<file path="src/rtl/multicycle_ctrl.sv">
// rtl/multicycle_ctrl.sv - main control FSM for the multi-cycle MIPS-subset CPU
//
// Sequences the shared ALU, the unified instruction/data memory and the
// register file through FETCH/DECODE/EXECUTE/MEMORY/WRITEBACK steps, driven
// by the opcode held in the instruction register. Counts retired
// instructions and flags unsupported opcodes.
//
// Optional feature macro: MULTICYCLE_CTRL_MEM_WAIT_EN
//   defined   : FETCH, MEM_RD and MEM_WR stall until mem_ready_i = 1
//   undefined : mem_ready_i is ignored, every memory state lasts one cycle
//
// Ports:
//   clk_i            system clock, rising edge
//   rst_i            asynchronous reset, active-high
//   ir_op_i[5:0]     IR[31:26] opcode
//   funct_i[5:0]     IR funct field (not decoded here)
//   mem_ready_i      memory access complete (wait-state build only)
//   pc_write_o       unconditional PC load
//   pc_write_cond_o  PC load qualified by ALU zero (beq)
//   i_or_d_o         memory address select: 0 = PC, 1 = ALUOut
//   mem_read_o       memory read strobe
//   mem_write_o      memory write strobe
//   ir_write_o       IR load enable
//   reg_dst_o        write register: 0 = rt, 1 = rd
//   mem_to_reg_o     write data: 0 = ALUOut, 1 = MDR
//   reg_write_o      register file write enable
//   alu_src_a_o      0 = PC, 1 = register A
//   alu_src_b_o[1:0] 00 = B, 01 = 4, 10 = sext imm, 11 = sext imm << 2
//   alu_op_o[2:0]    000 add, 001 sub, 010 lui, 011 ori, 100 R-type, 101 slt
//   pc_source_o[1:0] 00 = ALU result, 01 = ALUOut, 10 = jump target
//   state_o[3:0]     current state encoding
//   retire_o         pulse in the final state of each legal instruction
//   illegal_o        pulse when DECODE sees an unsupported opcode
//   instr_cnt_o[15:0] retired-instruction counter (wraps silently)

module multicycle_ctrl (
  input  logic        clk_i,
  input  logic        rst_i,
  input  logic [5:0]  ir_op_i,
  input  logic [5:0]  funct_i,
  input  logic        mem_ready_i,
  output logic        pc_write_o,
  output logic        pc_write_cond_o,
  output logic        i_or_d_o,
  output logic        mem_read_o,
  output logic        mem_write_o,
  output logic        ir_write_o,
  output logic        reg_dst_o,
  output logic        mem_to_reg_o,
  output logic        reg_write_o,
  output logic        alu_src_a_o,
  output logic [1:0]  alu_src_b_o,
  output logic [2:0]  alu_op_o,
  output logic [1:0]  pc_source_o,
  output logic [3:0]  state_o,
  output logic        retire_o,
  output logic        illegal_o,
  output logic [15:0] instr_cnt_o
);

  typedef enum logic [3:0] {
    S_FETCH    = 4'd0,
    S_DECODE   = 4'd1,
    S_MEM_ADDR = 4'd2,
    S_MEM_RD   = 4'd3,
    S_MEM_WB   = 4'd4,
    S_MEM_WR   = 4'd5,
    S_R_EXEC   = 4'd6,
    S_R_WB     = 4'd7,
    S_BRANCH   = 4'd8,
    S_JUMP     = 4'd9,
    S_I_EXEC   = 4'd10,
    S_I_WB     = 4'd11
  } state_t;

  localparam logic [5:0] OP_RTYPE = 6'b000000;
  localparam logic [5:0] OP_ADDI  = 6'b001000;
  localparam logic [5:0] OP_SLTI  = 6'b001010;
  localparam logic [5:0] OP_BEQ   = 6'b000100;
  localparam logic [5:0] OP_LUI   = 6'b001111;
  localparam logic [5:0] OP_ORI   = 6'b001101;
  localparam logic [5:0] OP_LW    = 6'b100011;
  localparam logic [5:0] OP_SW    = 6'b101011;
  localparam logic [5:0] OP_J     = 6'b000010;

  state_t      r_state;
  state_t      w_next;
  logic [15:0] r_instr_cnt;
  logic        w_mem_ready;
  logic        w_supported;
  logic        w_unused;

  // funct is decoded by the ALU control, not here; mem_ready_i is dead in
  // the single-cycle-memory build.
  assign w_unused = ^{funct_i, mem_ready_i};

`ifdef MULTICYCLE_CTRL_MEM_WAIT_EN
  assign w_mem_ready = mem_ready_i;
`else
  assign w_mem_ready = 1'b1;
`endif

  // ALU operation for the I-type arithmetic group; the opcode stays stable
  // through I_WB, so decoding it in both states holds the I_EXEC value.
  function automatic logic [2:0] i_alu_op(input logic [5:0] op);
    case (op)
      OP_ADDI: i_alu_op = 3'b000;
      OP_SLTI: i_alu_op = 3'b101;
      OP_LUI:  i_alu_op = 3'b010;
      OP_ORI:  i_alu_op = 3'b011;
      default: i_alu_op = 3'b000;
    endcase
  endfunction

  always_comb begin
    case (ir_op_i)
      OP_RTYPE, OP_ADDI, OP_SLTI, OP_BEQ, OP_LUI,
      OP_ORI, OP_LW, OP_SW, OP_J: w_supported = 1'b1;
      default:                    w_supported = 1'b0;
    endcase
  end

  // Next-state logic
  always_comb begin
    w_next = r_state;
    case (r_state)
      S_FETCH:    if (w_mem_ready) w_next = S_DECODE;
      S_DECODE: begin
        case (ir_op_i)
          OP_LW, OP_SW:                     w_next = S_MEM_ADDR;
          OP_RTYPE:                         w_next = S_R_EXEC;
          OP_BEQ:                           w_next = S_BRANCH;
          OP_J:                             w_next = S_JUMP;
          OP_ADDI, OP_SLTI, OP_LUI, OP_ORI: w_next = S_I_EXEC;
          default:                          w_next = S_FETCH;
        endcase
      end
      S_MEM_ADDR: w_next = (ir_op_i == OP_LW) ? S_MEM_RD : S_MEM_WR;
      S_MEM_RD:   if (w_mem_ready) w_next = S_MEM_WB;
      S_MEM_WB:   w_next = S_FETCH;
      S_MEM_WR:   if (w_mem_ready) w_next = S_FETCH;
      S_R_EXEC:   w_next = S_R_WB;
      S_R_WB:     w_next = S_FETCH;
      S_BRANCH:   w_next = S_FETCH;
      S_JUMP:     w_next = S_FETCH;
      S_I_EXEC:   w_next = S_I_WB;
      S_I_WB:     w_next = S_FETCH;
      default:    w_next = S_FETCH;
    endcase
  end

  // State register and retired-instruction counter. Reset drops straight
  // back to FETCH, so an interrupted instruction never retires or counts.
  always_ff @(posedge clk_i or posedge rst_i) begin
    if (rst_i) begin
      r_state     <= S_FETCH;
      r_instr_cnt <= 16'd0;
    end else begin
      r_state <= w_next;
      if (retire_o) r_instr_cnt <= r_instr_cnt + 16'd1;
    end
  end

  // Moore output decode. The FETCH strobes must be visible in the very
  // cycle reset is released, so outputs follow the state register
  // directly and are blanked while rst_i is high (the reset state itself
  // is FETCH).
  always_comb begin
    pc_write_o      = 1'b0;
    pc_write_cond_o = 1'b0;
    i_or_d_o        = 1'b0;
    mem_read_o      = 1'b0;
    mem_write_o     = 1'b0;
    ir_write_o      = 1'b0;
    reg_dst_o       = 1'b0;
    mem_to_reg_o    = 1'b0;
    reg_write_o     = 1'b0;
    alu_src_a_o     = 1'b0;
    alu_src_b_o     = 2'b00;
    alu_op_o        = 3'b000;
    pc_source_o     = 2'b00;
    retire_o        = 1'b0;
    illegal_o       = 1'b0;
    if (!rst_i) begin
      case (r_state)
        S_FETCH: begin
          mem_read_o  = 1'b1;
          // IR and PC load only on the completing cycle of a stalled fetch
          ir_write_o  = w_mem_ready;
          pc_write_o  = w_mem_ready;
          alu_src_b_o = 2'b01;
          pc_source_o = 2'b00;
        end
        S_DECODE: begin
          alu_src_b_o = 2'b11;
          illegal_o   = ~w_supported;
        end
        S_MEM_ADDR: begin
          alu_src_a_o = 1'b1;
          alu_src_b_o = 2'b10;
          alu_op_o    = 3'b000;
        end
        S_MEM_RD: begin
          mem_read_o = 1'b1;
          i_or_d_o   = 1'b1;
        end
        S_MEM_WB: begin
          reg_write_o  = 1'b1;
          mem_to_reg_o = 1'b1;
          reg_dst_o    = 1'b0;
          retire_o     = 1'b1;
        end
        S_MEM_WR: begin
          mem_write_o = 1'b1;
          i_or_d_o    = 1'b1;
          retire_o    = w_mem_ready;
        end
        S_R_EXEC: begin
          alu_src_a_o = 1'b1;
          alu_src_b_o = 2'b00;
          alu_op_o    = 3'b100;
        end
        S_R_WB: begin
          reg_write_o = 1'b1;
          reg_dst_o   = 1'b1;
          retire_o    = 1'b1;
        end
        S_BRANCH: begin
          alu_src_a_o     = 1'b1;
          alu_src_b_o     = 2'b00;
          alu_op_o        = 3'b001;
          pc_write_cond_o = 1'b1;
          pc_source_o     = 2'b01;
          retire_o        = 1'b1;
        end
        S_JUMP: begin
          pc_write_o  = 1'b1;
          pc_source_o = 2'b10;
          retire_o    = 1'b1;
        end
        S_I_EXEC: begin
          alu_src_a_o = 1'b1;
          alu_src_b_o = 2'b10;
          alu_op_o    = i_alu_op(ir_op_i);
        end
        S_I_WB: begin
          reg_write_o  = 1'b1;
          reg_dst_o    = 1'b0;
          mem_to_reg_o = 1'b0;
          alu_op_o     = i_alu_op(ir_op_i);
          retire_o     = 1'b1;
        end
        default: ;
      endcase
    end
  end

  assign state_o     = r_state;
  assign instr_cnt_o = r_instr_cnt;

endmodule
</file>
<file path="config.mk">
export PLATFORM = sky130hd
export DESIGN_NAME = multicycle_ctrl
export DESIGN_NICKNAME = d
export VERILOG_FILES = /design/src/rtl/multicycle_ctrl.sv
export SDC_FILE = /design/constraint.sdc
export NUM_CORES = 1
export LEC_CHECK = 0
export ABC_CLOCK_PERIOD_IN_PS = 3440
export BUFFER_PORTS_ARGS = -buffer_cell sky130_fd_sc_hd__buf_2
export CORE_MARGIN = 2
export CORE_UTILIZATION = 42
export CTS_BUF_LIST = sky130_fd_sc_hd__clkbuf_16
export DETAILED_ROUTE_END_ITERATION = 7
export PLACE_DENSITY = 0.71
export SLEW_MARGIN = 10
export SYNTH_ARGS = -nofsm -noshare
export SYNTH_HDL_FRONTEND = slang
export SYNTH_SLANG_ARGS = --single-unit
</file>
<file path="constraint.sdc">
create_clock -name clk_i -period 3.44 [get_ports clk_i]
set_clock_uncertainty 0.05 [all_clocks]
set_input_delay 1.032 -clock clk_i [delete_from_list [all_inputs] [get_ports clk_i]]
set_output_delay 1.032 -clock clk_i [all_outputs]
set_load 0.02 [all_outputs]
</file>
==> metrics.log, run 1 <==
[metrics] run status: complete, no violations
[metrics] Worst-Margin Slew: about 0.45 ns
[metrics] commonest non-fill, non-tap cell in the layout: sky130_fd_sc_hd__buf_2
[metrics] xor/xnor share of the synthesized area: 0.116
[metrics] CTS hold repair buffers: 0
[metrics] CTS clk-pin slew, worst paths: 0.05 ns
[metrics] num ports: between 50 and 60
[metrics] final slew viol count: 0
[metrics] Skew-Pair Late Insertion Delay: ~0.25 ns
[metrics] class of the tightest hold or removal check: reg -> reg
[metrics] signed area change from the synthesized netlist to the final layout: 26.5%
[metrics] area share of fa/ha/maj cells after synthesis: 0.0166
[metrics] Via-to-Cell Ratio: 5.38
[metrics] Clock Power Share: 0.263
[metrics] Cell Chain, Critical Path: buf_2, nor4_4, nand3_1, a2111oi_2, a21o_1, buf_2
[metrics] simple logic cell fraction of the synthesized area: 0.306
[metrics] cell types with the largest area share after synthesis: sky130_fd_sc_hd__dfrtp_1, sky130_fd_sc_hd__xnor2_1, sky130_fd_sc_hd__nand3_1
[metrics] number of different library cells in the post-synthesis netlist: 46
[metrics] count of port buffers added during placement: 46
[metrics] power share of the combinational group: 0.358
[metrics] Pint: approximately 530 uW
[metrics] sequential area share after synthesis: 0.368
[metrics] first-pass GRT wire length: 5.38 mm
[metrics] power per cell area: ~500 nW/um^2
[metrics] total gr overflow: 0
[metrics] worst-case headroom to the max-slew limit: 0.703
[metrics] most used flip-flop cell after synthesis: sky130_fd_sc_hd__dfrtp_1
[metrics] die width: ~61 um
[metrics] H-Tree Depth: 1
[metrics] number of instances in the placed design: approximately 230
[metrics] total vias in the final route: between 1000 and 1500
[metrics] Leakage Power: 0.000843 uW
[metrics] final-layout setup total negative slack: 0 ns
[metrics] arrival time of data at the critical path endpoint: 2.23 ns
[metrics] Critical Path Fanout Max: 2
[metrics] commonest non-fill, non-tap cells in the layout: sky130_fd_sc_hd__buf_2, sky130_fd_sc_hd__dfrtp_1, sky130_fd_sc_hd__xnor2_1
[metrics] iteration count of the initial detailed-routing pass: 4
[metrics] fraction of synthesis flops using an asynchronous set or reset pin: 1.00
[metrics] total number of placement rows: 20
[metrics] Final ANT Viol Nets: 0
[metrics] critical path's most frequent cell: sky130_fd_sc_hd__buf_2
[metrics] antenna fix cells: 0
[metrics] GP Congestion: 0.820
[metrics] share of the synthesized area in the top cell type: 0.368
[metrics] endpoints failing setup: 0
[metrics] post-synth top area cell: sky130_fd_sc_hd__dfrtp_1
[metrics] critical path class: in -> out
[metrics] CORE AREA: between 3000 and 4000 um^2
[metrics] maximum clock path buffer count: 2
[metrics] CP Capture Type: output pin
[metrics] pin count of the biggest net entering global routing: 16
[metrics] DP HPWL: roughly 2.4 mm
[metrics] clock tree from TritonCTS: built
[metrics] share of the synthesized area in compound gates (AO/OA/AOI/OAI): 0.115
[metrics] worst-case hold slack: roughly 0.43 ns
[metrics] number of sinks handled by clock tree synthesis: 20
[metrics] initial core utilization: 0.441
[metrics] Cell Count, Final, Fillers Out: 237
[metrics] number of enable flip-flop cells after synthesis: 0
[metrics] part of the power in registers: 0.379
[metrics] global-route total usage across every layer: 0.187
[metrics] Post-Syn Nets: 163
[metrics] slowest cell on the critical path: sky130_fd_sc_hd__a2111oi_2
[metrics] First DRT Iteration DRCs: 28
[metrics] Area after DPL: about 1600 um^2
[metrics] f_max: 0.302 GHz
[metrics] vertical extent of the die: 60.9 um
[metrics] switching power of the nets: between 300 and 400 uW
[metrics] CTS Buf Count: 3
[metrics] routed wire length: ~3.2 mm
[metrics] main combinational cell family by area after synthesis: simple AND/OR/NAND/NOR gates
[metrics] shortest clock period the worst path allows after layout: 3.31 ns
[metrics] Netlist Area Pre-Place: ~1400 um^2
[metrics] fraction of layout instances using a drive strength above 1: 0.326
[metrics] number of max-capacitance violations reported: 0
[metrics] maximum single-stage delay on the critical path: between 0.3 and 0.4 ns
[metrics] via count of the first global-routing pass: between 1000 and 1500
[metrics] antenna violations before repair: 0
[metrics] final worst-path cycle share: 0.964
[metrics] DRC errors left: 0
[metrics] final non-filler cell area: 1720 um^2
[metrics] data required time of the critical path: roughly 2.4 ns
[metrics] final-stage net count: between 200 and 250
[metrics] Peak supply drop: between 0.0003 and 0.0004 V
[metrics] Syn Inst Count: ~150
[metrics] number of fillers in the final layout: ~280
[metrics] floorplan die area: 3710 um^2
[metrics] syn_area_per_cell: around 9 um^2
[metrics] synthesis warning total: 0
[metrics] DR WL/cell: ~13 um
[metrics] Synth Register Bits: 20
[metrics] share of synthesized area spent on multiplexers: 0.0157
[metrics] Sw Ratio: 0.385
[metrics] Setup crit start kind: input pin
[metrics] buffer type at the clock tree root: sky130_fd_sc_hd__clkbuf_16
[metrics] setup repair after global routing missed its margin: no
[metrics] Hold Vio Cnt, Final: 0
## logic make-up after synthesis
logic type	after synthesis
DFF	20
xor gates and xnor gates	18
AOI/OAI and AO/OA	19
and+or+nand+nor	70
adders and majority gates	2
buffers and inverters	16
muxes	2
## cell usage after synthesis (2+ instances only)
cell type and number:
sky130_fd_sc_hd__buf_6 2, sky130_fd_sc_hd__nand2_1 10, sky130_fd_sc_hd__xnor2_1 14, sky130_fd_sc_hd__dfrtp_1 20, sky130_fd_sc_hd__nand4_1 4, sky130_fd_sc_hd__nor4_1 5, sky130_fd_sc_hd__nand2b_1 3, sky130_fd_sc_hd__o21ai_0 3
sky130_fd_sc_hd__a2111oi_0 2, sky130_fd_sc_hd__and3b_1 2, sky130_fd_sc_hd__nor2_1 12, sky130_fd_sc_hd__nor2b_1 2, sky130_fd_sc_hd__xor2_1 4, sky130_fd_sc_hd__inv_1 6, sky130_fd_sc_hd__and3_1 5, sky130_fd_sc_hd__buf_2 5
sky130_fd_sc_hd__and4_1 5, sky130_fd_sc_hd__nor3_1 5, sky130_fd_sc_hd__clkbuf_1 2, sky130_fd_sc_hd__nand3_1 9, sky130_fd_sc_hd__a21oi_1 2
## stage by stage
| step | setup WS, ns | utilization | power, uW |
|---|---|---|---|
| 6_report | 0.125 | 0.559 | 868 |
| 2_1_floorplan | 0.126 | - | 540 |
| 3_3_place_gp | 0.0853 | 0.532 | 631 |
| 4_1_cts | 0.0736 | 0.557 | 875 |
| 5_1_grt | 0.00815 | 0.559 | 924 |
| 3_5_place_dp | 0.0690 | 0.532 | 641 |
## per-layer routing
metal	up-vias	wire length, um	global-route usage
met5	-	0	0
met4	0	0	0.0217
met3	0	94	0.0405
met2	21	1640	0.316
met1	630	1420	0.253
li1	625	-	-
## worst paths after layout
check / start / end / slack [ns] / cells after the start
hold reg to reg: instr_cnt_o[15]$_DFFE_PP0P_ / instr_cnt_o[15]$_DFFE_PP0P_ / 0.43 / 1
max in group asynchronous: rst_i / instr_cnt_o[0]$_DFFE_PP0P_ / 2.15 / 3
min in group asynchronous: rst_i / instr_cnt_o[12]$_DFFE_PP0P_ / 0.78 / 2
setup reg to reg: state_o[2]$_DFF_PP0_ / instr_cnt_o[1]$_DFFE_PP0P_ / 1.35 / 5
hold / removal: instr_cnt_o[15]$_DFFE_PP0P_ / instr_cnt_o[15]$_DFFE_PP0P_ / 0.43 / 1
setup / recovery: ir_op_i[0] / alu_op_o[0] / 0.13 / 6
## power groups by stage
| stage | combinational, uW | clock [uW] | sequential (uW) |
|---|---|---|---|
| final | 311 | 228 | 329 |
| after global routing | 345 | 241 | 338 |
| after CTS | 312 | 234 | 328 |
| after detailed placement | 309 | 0 | 331 |
| after global placement | 303 | 0 | 328 |
| after floorplan | 200 | 0 | 340 |
## sequential cells by signal (all words and copies together), names as in the netlist
| name | count |
|---|---|
| instr_cnt_o | 16 |
| state_o | 4 |
## layout make-up
class,count,area [um^2],share of cell area
timing repair buffer,53,283,0.164
multi-input combinational,111,779,0.453
inverter,6,26.3,0.0153
sequential,20,500,0.291
tap,44,55.1,0.0320
clock buffer,3,75.1,0.0437
## worst max-delay path: cells and delay by family
kind | cells | cell delay [ns]
and+or+nand+nor | 2 | 0.44
AOI/OAI and AO/OA | 2 | 0.50
buffers and inverters | 2 | 0.27
## repair_timing
| item | in CTS | in global routing |
|---|---|---|
| setup buffers | 0 | 0 |
| endpoints found under the setup margin | 0 | 1 |
| gates resized for setup | 0 | 2 |
No activity file was read; power rests on OpenSTA's default activity.
==> run 2: changes to the inputs <==
--- a/config.mk
+++ b/config.mk
@@ -5,8 +5,9 @@
 export SDC_FILE = /design/constraint.sdc
 export NUM_CORES = 1
 export LEC_CHECK = 0
-export ABC_CLOCK_PERIOD_IN_PS = 3440
+export ABC_CLOCK_PERIOD_IN_PS = 3460
 export BUFFER_PORTS_ARGS = -buffer_cell sky130_fd_sc_hd__buf_2
+export CAP_MARGIN = 30
 export CORE_MARGIN = 2
 export CORE_UTILIZATION = 42
 export CTS_BUF_LIST = sky130_fd_sc_hd__clkbuf_16
==> constraint.sdc (replaced) <==
create_clock -name clk_i -period 3.46 [get_ports clk_i]
set_clock_uncertainty 0.05 [all_clocks]
set_input_delay 0.173 -clock clk_i [delete_from_list [all_inputs] [get_ports clk_i]]
set_output_delay 0.173 -clock clk_i [all_outputs]
set_load 0.02 [all_outputs]
==> run 2 against run 1 <==
Combinational power fell by 4%. First-iteration DRC count rose by 29%. Global-route usage fell by 0.50 points.
==> metrics.log, run 2 (synthesis results as in run 1) <==
[metrics] final slew viol count: 0 (unchanged)
[metrics] routed wire length: 3.11 mm (-1.7%)
[metrics] initial core utilization: 0.441 (unchanged)
[metrics] via count of the first global-routing pass: 1110 (-8.6%)
[metrics] Skew-Pair Late Insertion Delay: 0.25 ns (about the same)
[metrics] CTS Buf Count: 3 (unchanged)
[metrics] Cell Chain, Critical Path: nand2b_1, a211oi_4, buf_2
[metrics] Worst-Margin Slew: 0.826 ns (+0.381 ns)
[metrics] DRC errors left: 0 (unchanged)
[metrics] number of logic stages on the critical path including buffering: 3 (-3)
[metrics] CTS clk-pin slew, worst paths: 0.05 ns (about the same)
[metrics] final-stage net count: 204 (-3.3%)
[metrics] Hold Vio Cnt, Final: 0 (unchanged)
[metrics] length in cells of the worst reg-to-reg path: 4 (-1)
[metrics] antenna violations before repair: 0 (unchanged)
[metrics] number of fillers in the final layout: 305 (+10%)
[metrics] vertical extent of the die: 60.9 um (unchanged)
[metrics] commonest non-fill, non-tap cells in the layout: sky130_fd_sc_hd__buf_2, sky130_fd_sc_hd__dfrtp_1, sky130_fd_sc_hd__xnor2_1
[metrics] f_max: roughly 0.42 GHz
[metrics] CP Capture Type: output pin
[metrics] maximum clock path buffer count: 2 (unchanged)
[metrics] final worst-path cycle share: 0.686
[metrics] clock tree from TritonCTS: built
[metrics] number of max-capacitance violations reported: 0 (unchanged)
[metrics] data required time of the critical path: 3.24 ns (+0.88 ns)
[metrics] critical path class: reg -> out
[metrics] Via-to-Cell Ratio: 5.47 (+1.5%)
[metrics] antenna fix cells: 0 (unchanged)
[metrics] DR WL/cell: 13.5 um (+1.3%)
[metrics] pin count of the biggest net entering global routing: 24 (+8)
[metrics] CORE AREA: 3080 um^2 (unchanged)
[metrics] Leakage Power: 0.000814 uW (-3.5%)
[metrics] end of the worst register-to-register path: instr_cnt_o[4]$_DFFE_PP0P_
[metrics] worst path buffer plus inverter count: 1 (-1)
[metrics] commonest non-fill, non-tap cell in the layout: sky130_fd_sc_hd__buf_2
[metrics] run status: complete, no violations
[metrics] count of port buffers added during placement: 46 (unchanged)
[metrics] arrival time of data at the critical path endpoint: 2.15 ns (-0.08 ns)
[metrics] iteration count of the initial detailed-routing pass: 4 (unchanged)
[metrics] Power Total: 855 uW (-1.5%)
[metrics] worst-case headroom to the max-slew limit: 0.449 (-0.254)
[metrics] Setup crit start kind: flip-flop
[metrics] worst setup slack for register-to-register paths: 1.18 ns (-0.17 ns)
[metrics] post-CTS setup repair buffer count: 0 (unchanged)
[metrics] First DRT Iteration DRCs: 36 (+29%)
[metrics] final-layout setup total negative slack: 0 ns (unchanged)
[metrics] setup repair after global routing missed its margin: no
[metrics] Peak supply drop: 0.000313 V (-14%)
[metrics] CTS hold repair buffers: 0 (unchanged)
[metrics] Final ANT Viol Nets: 0 (unchanged)
[metrics] global-route total usage across every layer: 0.181 (-0.00501)
[metrics] buffer type at the clock tree root: sky130_fd_sc_hd__clkbuf_16
[metrics] total area of multi-input combinational cells: 773 um^2 (-0.80%)
[metrics] first-pass GRT wire length: 5.15 mm (-4.1%)
[metrics] GP Congestion: 0.827 (+0.96%)
[metrics] Critical Path Fanout Max: 16 (+14)
[metrics] maximum single-stage delay on the critical path: 0.68 ns (+0.30 ns)
[metrics] cell type group with the largest total delay on the critical path: compound AO/OA/AOI/OAI gates
[metrics] floorplan die area: 3710 um^2 (unchanged)
[metrics] DP HPWL: 2.31 mm (-4.3%)
[metrics] FF-to-FF Start: state_o[2]$_DFF_PP0_
[metrics] combined flip-flop and latch cell area: 500 um^2 (unchanged)
[metrics] signed area change from the synthesized netlist to the final layout: 21.9%
[metrics] final cell utilization of the core: 0.538 (-0.0203)
[metrics] slowest cell on the critical path: sky130_fd_sc_hd__a211oi_4
[metrics] fraction of layout instances using a drive strength above 1: 0.290 (-0.0361)
[metrics] class of the tightest hold or removal check: in -> async
[metrics] Resized Gates After CTS: 0 (unchanged)
[metrics] H-Tree Depth: 1 (unchanged)
[metrics] total number of placement rows: 20 (unchanged)
[metrics] endpoints failing setup: 0 (unchanged)
[metrics] power per cell area: 516 nW/um^2 (+2.3%)
[metrics] total gr overflow: 0 (unchanged)
[metrics] number of sinks handled by clock tree synthesis: 20 (unchanged)
[metrics] total vias in the final route: 1257 (-1.5%)
[metrics] max reg flops: 16 (unchanged)
[metrics] num ports: 54 (unchanged)
[metrics] die width: 60.9 um (unchanged)
[metrics] shortest clock period the worst path allows after layout: roughly 2.4 ns
## run 2: changes by cell type in the layout (fill, tap and decap cells not counted), sizes merged
cell      delta
buf          -7
inv          +1
clkinvlp     -1
## run 2: per-layer routing
layer	wire length (um)	GRT usage	up-vias	part of all wire
met2	1550	0.301	29	0.50
met5	0	0	-	0
met4	13	0.0373	0	0.0042
met3	124	0.0384	2	0.040
met1	1420	0.245	614	0.46
li1	-	-	612	-
## run 2: worst max-delay path by stage
stage	startpoint	to	slack, ns
floorplan	state_o[2]$_DFF_PP0_	mem_read_o	1.56
global placement	state_o[2]$_DFF_PP0_	instr_cnt_o[1]$_DFFE_PP0P_	1.31
detailed placement	state_o[2]$_DFF_PP0_	instr_cnt_o[4]$_DFFE_PP0P_	1.26
CTS	state_o[2]$_DFF_PP0_	retire_o	1.10
global route	state_o[2]$_DFF_PP0_	retire_o	0.95
finish	state_o[2]$_DFF_PP0_	retire_o	1.09
## run 2: final cells by class
type                            count  area share
Clock buffer                        3      0.0453
Timing Repair Buffer               46       0.139
Tap cell                           44      0.0332
Multi-Input combinational cell    111       0.467
Inverter                            6      0.0136
Sequential cell                    20       0.302
## run 2: per-stage QoR
stage | hold slack [ns] | std cells | worst slack [ns] | area (um^2)
floorplan | 0.300 | 147 | 1.56 | 1360
global placement | 0.407 | 227 | 1.31 | 1580
detailed placement | 0.417 | 227 | 1.26 | 1580
CTS | 0.170 | 230 | 1.10 | 1660
global route | 0.229 | 230 | 0.954 | 1660
finish | 0.145 | 230 | 1.09 | 1660
## run 2: power breakdown
group	switching, uW	internal, uW
Combinational	190	108
Sequential	63.4	265
Clock	76.8	152
## run 2: worst register-to-register path, delay by kind of cell (launching register included)
kind | cells | cell delay (ns)
AO/OA/AOI/OAI | 1 | 0.68
XOR/XNOR | 1 | 0.20
flip-flops | 1 | 0.53
AND/OR/NAND/NOR | 2 | 0.73
==> run 3: changes to the inputs <==
--- a/config.mk
+++ b/config.mk
@@ -5,14 +5,14 @@
 export SDC_FILE = /design/constraint.sdc
 export NUM_CORES = 1
 export LEC_CHECK = 0
-export ABC_CLOCK_PERIOD_IN_PS = 3460
+export ABC_CLOCK_PERIOD_IN_PS = 2100
 export BUFFER_PORTS_ARGS = -buffer_cell sky130_fd_sc_hd__buf_2
 export CAP_MARGIN = 30
 export CORE_MARGIN = 2
 export CORE_UTILIZATION = 42
 export CTS_BUF_LIST = sky130_fd_sc_hd__clkbuf_16
 export DETAILED_ROUTE_END_ITERATION = 7
-export PLACE_DENSITY = 0.71
+export PLACE_DENSITY = 0.73
 export SLEW_MARGIN = 10
 export SYNTH_ARGS = -nofsm -noshare
 export SYNTH_HDL_FRONTEND = slang
==> constraint.sdc (replaced) <==
create_clock -name clk_i -period 2.1 [get_ports clk_i]
set_clock_uncertainty 0.05 [all_clocks]
set_input_delay 0.105 -clock clk_i [delete_from_list [all_inputs] [get_ports clk_i]]
set_output_delay 0.105 -clock clk_i [all_outputs]
set_load 0.02 [all_outputs]
==> run 3 against run 2 <==
Sequential power is 52% higher. Global-route usage is 0.072 points higher. Core utilization is 3.7 points higher. Sequential cell count stayed put. Wire length is 5.3% higher. Final cell count is 5.2% higher. Setup slack worse by 0.97 ns. Die area stayed put. Register-to-register slack worse by 0.90 ns. Critical path depth is 3 higher. Clock power is 120% higher. Cell area is 6.8% higher. Critical path type unchanged. Critical endpoint is now alu_op_o[0]. Highest routed layer is now met3.
==> metrics.log, run 3 (synthesis results as in run 1) <==
[metrics] num ports: 54 (unchanged)
[metrics] power share of the combinational group: 0.362 (+0.013)
[metrics] DR WL/cell: 13.5 um (about the same)
[metrics] FF-to-FF Start: state_o[2]$_DFF_PP0_
[metrics] via count of the first global-routing pass: 1102 (-0.72%)
[metrics] die width: 60.9 um (unchanged)
[metrics] Leakage Power: 0.000885 uW (+8.7%)
[metrics] arrival time of data at the critical path endpoint: 1.83 ns (-0.32 ns)
[metrics] count of port buffers added during placement: 46 (unchanged)
[metrics] number of logic stages on the critical path including buffering: 6 (+3)
[metrics] first-pass GRT wire length: 5.12 mm (-0.68%)
[metrics] floorplan die area: 3710 um^2 (unchanged)
[metrics] Skew-Pair Late Insertion Delay: 0.25 ns (about the same)
[metrics] Clock Power Share: 0.323 (+0.055)
[metrics] Via-to-Cell Ratio: 5.45 (-0.27%)
[metrics] worst-case headroom to the max-slew limit: 0.710 (+0.261)
[metrics] Peak supply drop: 0.000874 V (+180%)
[metrics] worst path buffer plus inverter count: 2 (+1)
[metrics] f_max: 0.504 GHz
[metrics] signed area change from the synthesized netlist to the final layout: 30.2%
[metrics] CTS Buf Count: 3 (unchanged)
[metrics] routed wire length: 3.27 mm (+5.3%)
[metrics] run status: complete, no violations
[metrics] setup repair after global routing missed its margin: no
[metrics] data required time of the critical path: 1.95 ns (-1.29 ns)
[metrics] critical path class: reg -> out
[metrics] antenna violations before repair: 0 (unchanged)
[metrics] DRC errors left: 0 (unchanged)
[metrics] power per cell area: 896 nW/um^2 (+74%)
[metrics] number of max-capacitance violations reported: 0 (unchanged)
[metrics] antenna fix cells: 0 (unchanged)
[metrics] vertical extent of the die: 60.9 um (unchanged)
[metrics] final cell utilization of the core: 0.575 (+0.0366)
[metrics] clock tree from TritonCTS: built
[metrics] commonest non-fill, non-tap cell in the layout: sky130_fd_sc_hd__buf_2
[metrics] pin count of the biggest net entering global routing: 21 (-13%)
[metrics] Hold Vio Cnt, Final: 0 (unchanged)
[metrics] fraction of layout instances using a drive strength above 1: 0.333 (+0.0430)
[metrics] final worst-path cycle share: 0.946
[metrics] maximum single-stage delay on the critical path: 0.43 ns (-0.25 ns)
[metrics] initial core utilization: 0.441 (unchanged)
[metrics] endpoints failing setup: 0 (unchanged)
[metrics] Sw Ratio: 0.353 (-0.0332)
[metrics] final non-filler cell area: 1770 um^2 (+6.8%)
[metrics] Cell Chain, Critical Path: nand2b_1, buf_4, nor4_1, and4_1, a21o_1, buf_2
[metrics] final slew viol count: 0 (unchanged)
[metrics] maximum clock path buffer count: 2 (unchanged)
[metrics] length in cells of the worst reg-to-reg path: 5 (+1)
[metrics] max reg flops: 16 (unchanged)
[metrics] GP Congestion: 0.826 (-0.18%)
[metrics] CORE AREA: 3080 um^2 (unchanged)
[metrics] worst setup slack for register-to-register paths: 0.28 ns (-0.90 ns)
[metrics] global-route total usage across every layer: 0.182 (+0.000721)
[metrics] Pint: 1030 uW (+95%)
[metrics] number of instances in the placed design: 235 (+3.5%)
[metrics] commonest non-fill, non-tap cells in the layout: sky130_fd_sc_hd__buf_2, sky130_fd_sc_hd__dfrtp_1, sky130_fd_sc_hd__xnor2_1
[metrics] switching power of the nets: 560 uW (+70%)
[metrics] Final ANT Viol Nets: 0 (unchanged)
[metrics] end of the worst register-to-register path: instr_cnt_o[12]$_DFFE_PP0P_
[metrics] number of sinks handled by clock tree synthesis: 20 (unchanged)
[metrics] iteration count of the initial detailed-routing pass: 4 (unchanged)
[metrics] total gr overflow: 0 (unchanged)
[metrics] Area after DPL: 1640 um^2 (+3.8%)
[metrics] First DRT Iteration DRCs: 38 (+5.6%)
[metrics] class of the tightest hold or removal check: in -> async
[metrics] Setup crit start kind: flip-flop
[metrics] CTS clk-pin slew, worst paths: 0.06 ns (about the same)
[metrics] H-Tree Depth: 1 (unchanged)
[metrics] buffer type at the clock tree root: sky130_fd_sc_hd__clkbuf_16
[metrics] total vias in the final route: 1319 (+4.9%)
[metrics] Worst-Margin Slew: 0.425 ns (-0.401 ns)
[metrics] part of the power in registers: 0.315 (-0.069)
[metrics] final-stage net count: 215 (+5.4%)
[metrics] Critical Path Fanout Max: 9 (-7)
[metrics] DP HPWL: 2.40 mm (+4.1%)
[metrics] total number of placement rows: 20 (unchanged)
[metrics] cell type group with the largest total delay on the critical path: simple AND/OR/NAND/NOR gates
[metrics] Cell Count, Final, Fillers Out: 242 (+5.2%)
[metrics] CP Capture Type: output pin
[metrics] final-layout setup total negative slack: 0 ns (unchanged)
[metrics] slowest cell on the critical path: sky130_fd_sc_hd__dfrtp_1
[metrics] shortest clock period the worst path allows after layout: 1.99 ns
## run 3: cell count changes in the layout (fill, tap and decap cells not counted), sizes merged
| cell | change |
|---|---|
| buf | +11 |
| bufinv | +1 |
## run 3: cell type report
| class | instances | area, um^2 |
|---|---|---|
| Multi-Input combinational cell | 111 | 773 |
| Tap cell | 44 | 55.1 |
| Sequential cell | 20 | 500 |
| Fill cell | 279 | 1310 |
| Timing Repair Buffer | 57 | 313 |
| Clock buffer | 3 | 75.1 |
| Inverter | 6 | 22.5 |
| Clock inverter | 1 | 30.0 |
## run 3: worst max path at each step
| stage | startpoint | to | slack, ns |
|---|---|---|---|
| floorplan | state_o[2]$_DFF_PP0_ | mem_read_o | 0.27 |
| global placement | state_o[2]$_DFF_PP0_ | instr_cnt_o[5]$_DFFE_PP0P_ | 0.30 |
| detailed placement | state_o[2]$_DFF_PP0_ | instr_cnt_o[5]$_DFFE_PP0P_ | 0.26 |
| CTS | state_o[2]$_DFF_PP0_ | retire_o | 0.07 |
| global route | state_o[2]$_DFF_PP0_ | alu_op_o[0] | 0.01 |
| finish | state_o[2]$_DFF_PP0_ | alu_op_o[0] | 0.11 |
## run 3: worst register-to-register path, cell delays in order, from the launching register on
cell	delay [ns]
sky130_fd_sc_hd__dfrtp_1	0.43
sky130_fd_sc_hd__nand2b_1	0.22
sky130_fd_sc_hd__buf_4	0.19
sky130_fd_sc_hd__a2111o_1	0.44
sky130_fd_sc_hd__nor3_2	0.24
sky130_fd_sc_hd__xor2_1	0.17
## run 3: repair_timing
| item | in CTS | in global routing |
|---|---|---|
| endpoints found under the setup margin | 0 | 2 |
| gates resized for setup | 0 | 0 |
| buffers inserted | 0 | 3 |
| hold buffers | 0 | 0 |
## run 3: metrics by stage
| stage | setup slack, ns | hold WS, ns | power, uW |
|---|---|---|---|
| floorplan | 0.272 | 0.232 | 884 |
| CTS | 0.0739 | 0.00964 | 1590 |
| finish | 0.114 | 0.00356 | 1590 |
| global placement | 0.302 | 0.275 | 1050 |
| detailed placement | 0.261 | 0.281 | 1070 |
| global route | 0.0112 | 0.0569 | 1670 |
## run 3: power by group through the flow
stage	Clock (uW)	Sequential (uW)	Combinational, uW
after global placement	0	501	553
after CTS	524	499	567
final	513	499	574
after floorplan	0	557	327
after global routing	537	511	624
after detailed placement	0	506	563
## run 3: routing by layer
| metal | vias to the layer above | wire (um) | track usage |
|---|---|---|---|
| met5 | - | 0 | 0 |
| met4 | 0 | 0 | 0.0280 |
| met3 | 0 | 179 | 0.0469 |
| met2 | 43 | 1650 | 0.287 |
| met1 | 641 | 1440 | 0.258 |
| li1 | 635 | - | - |
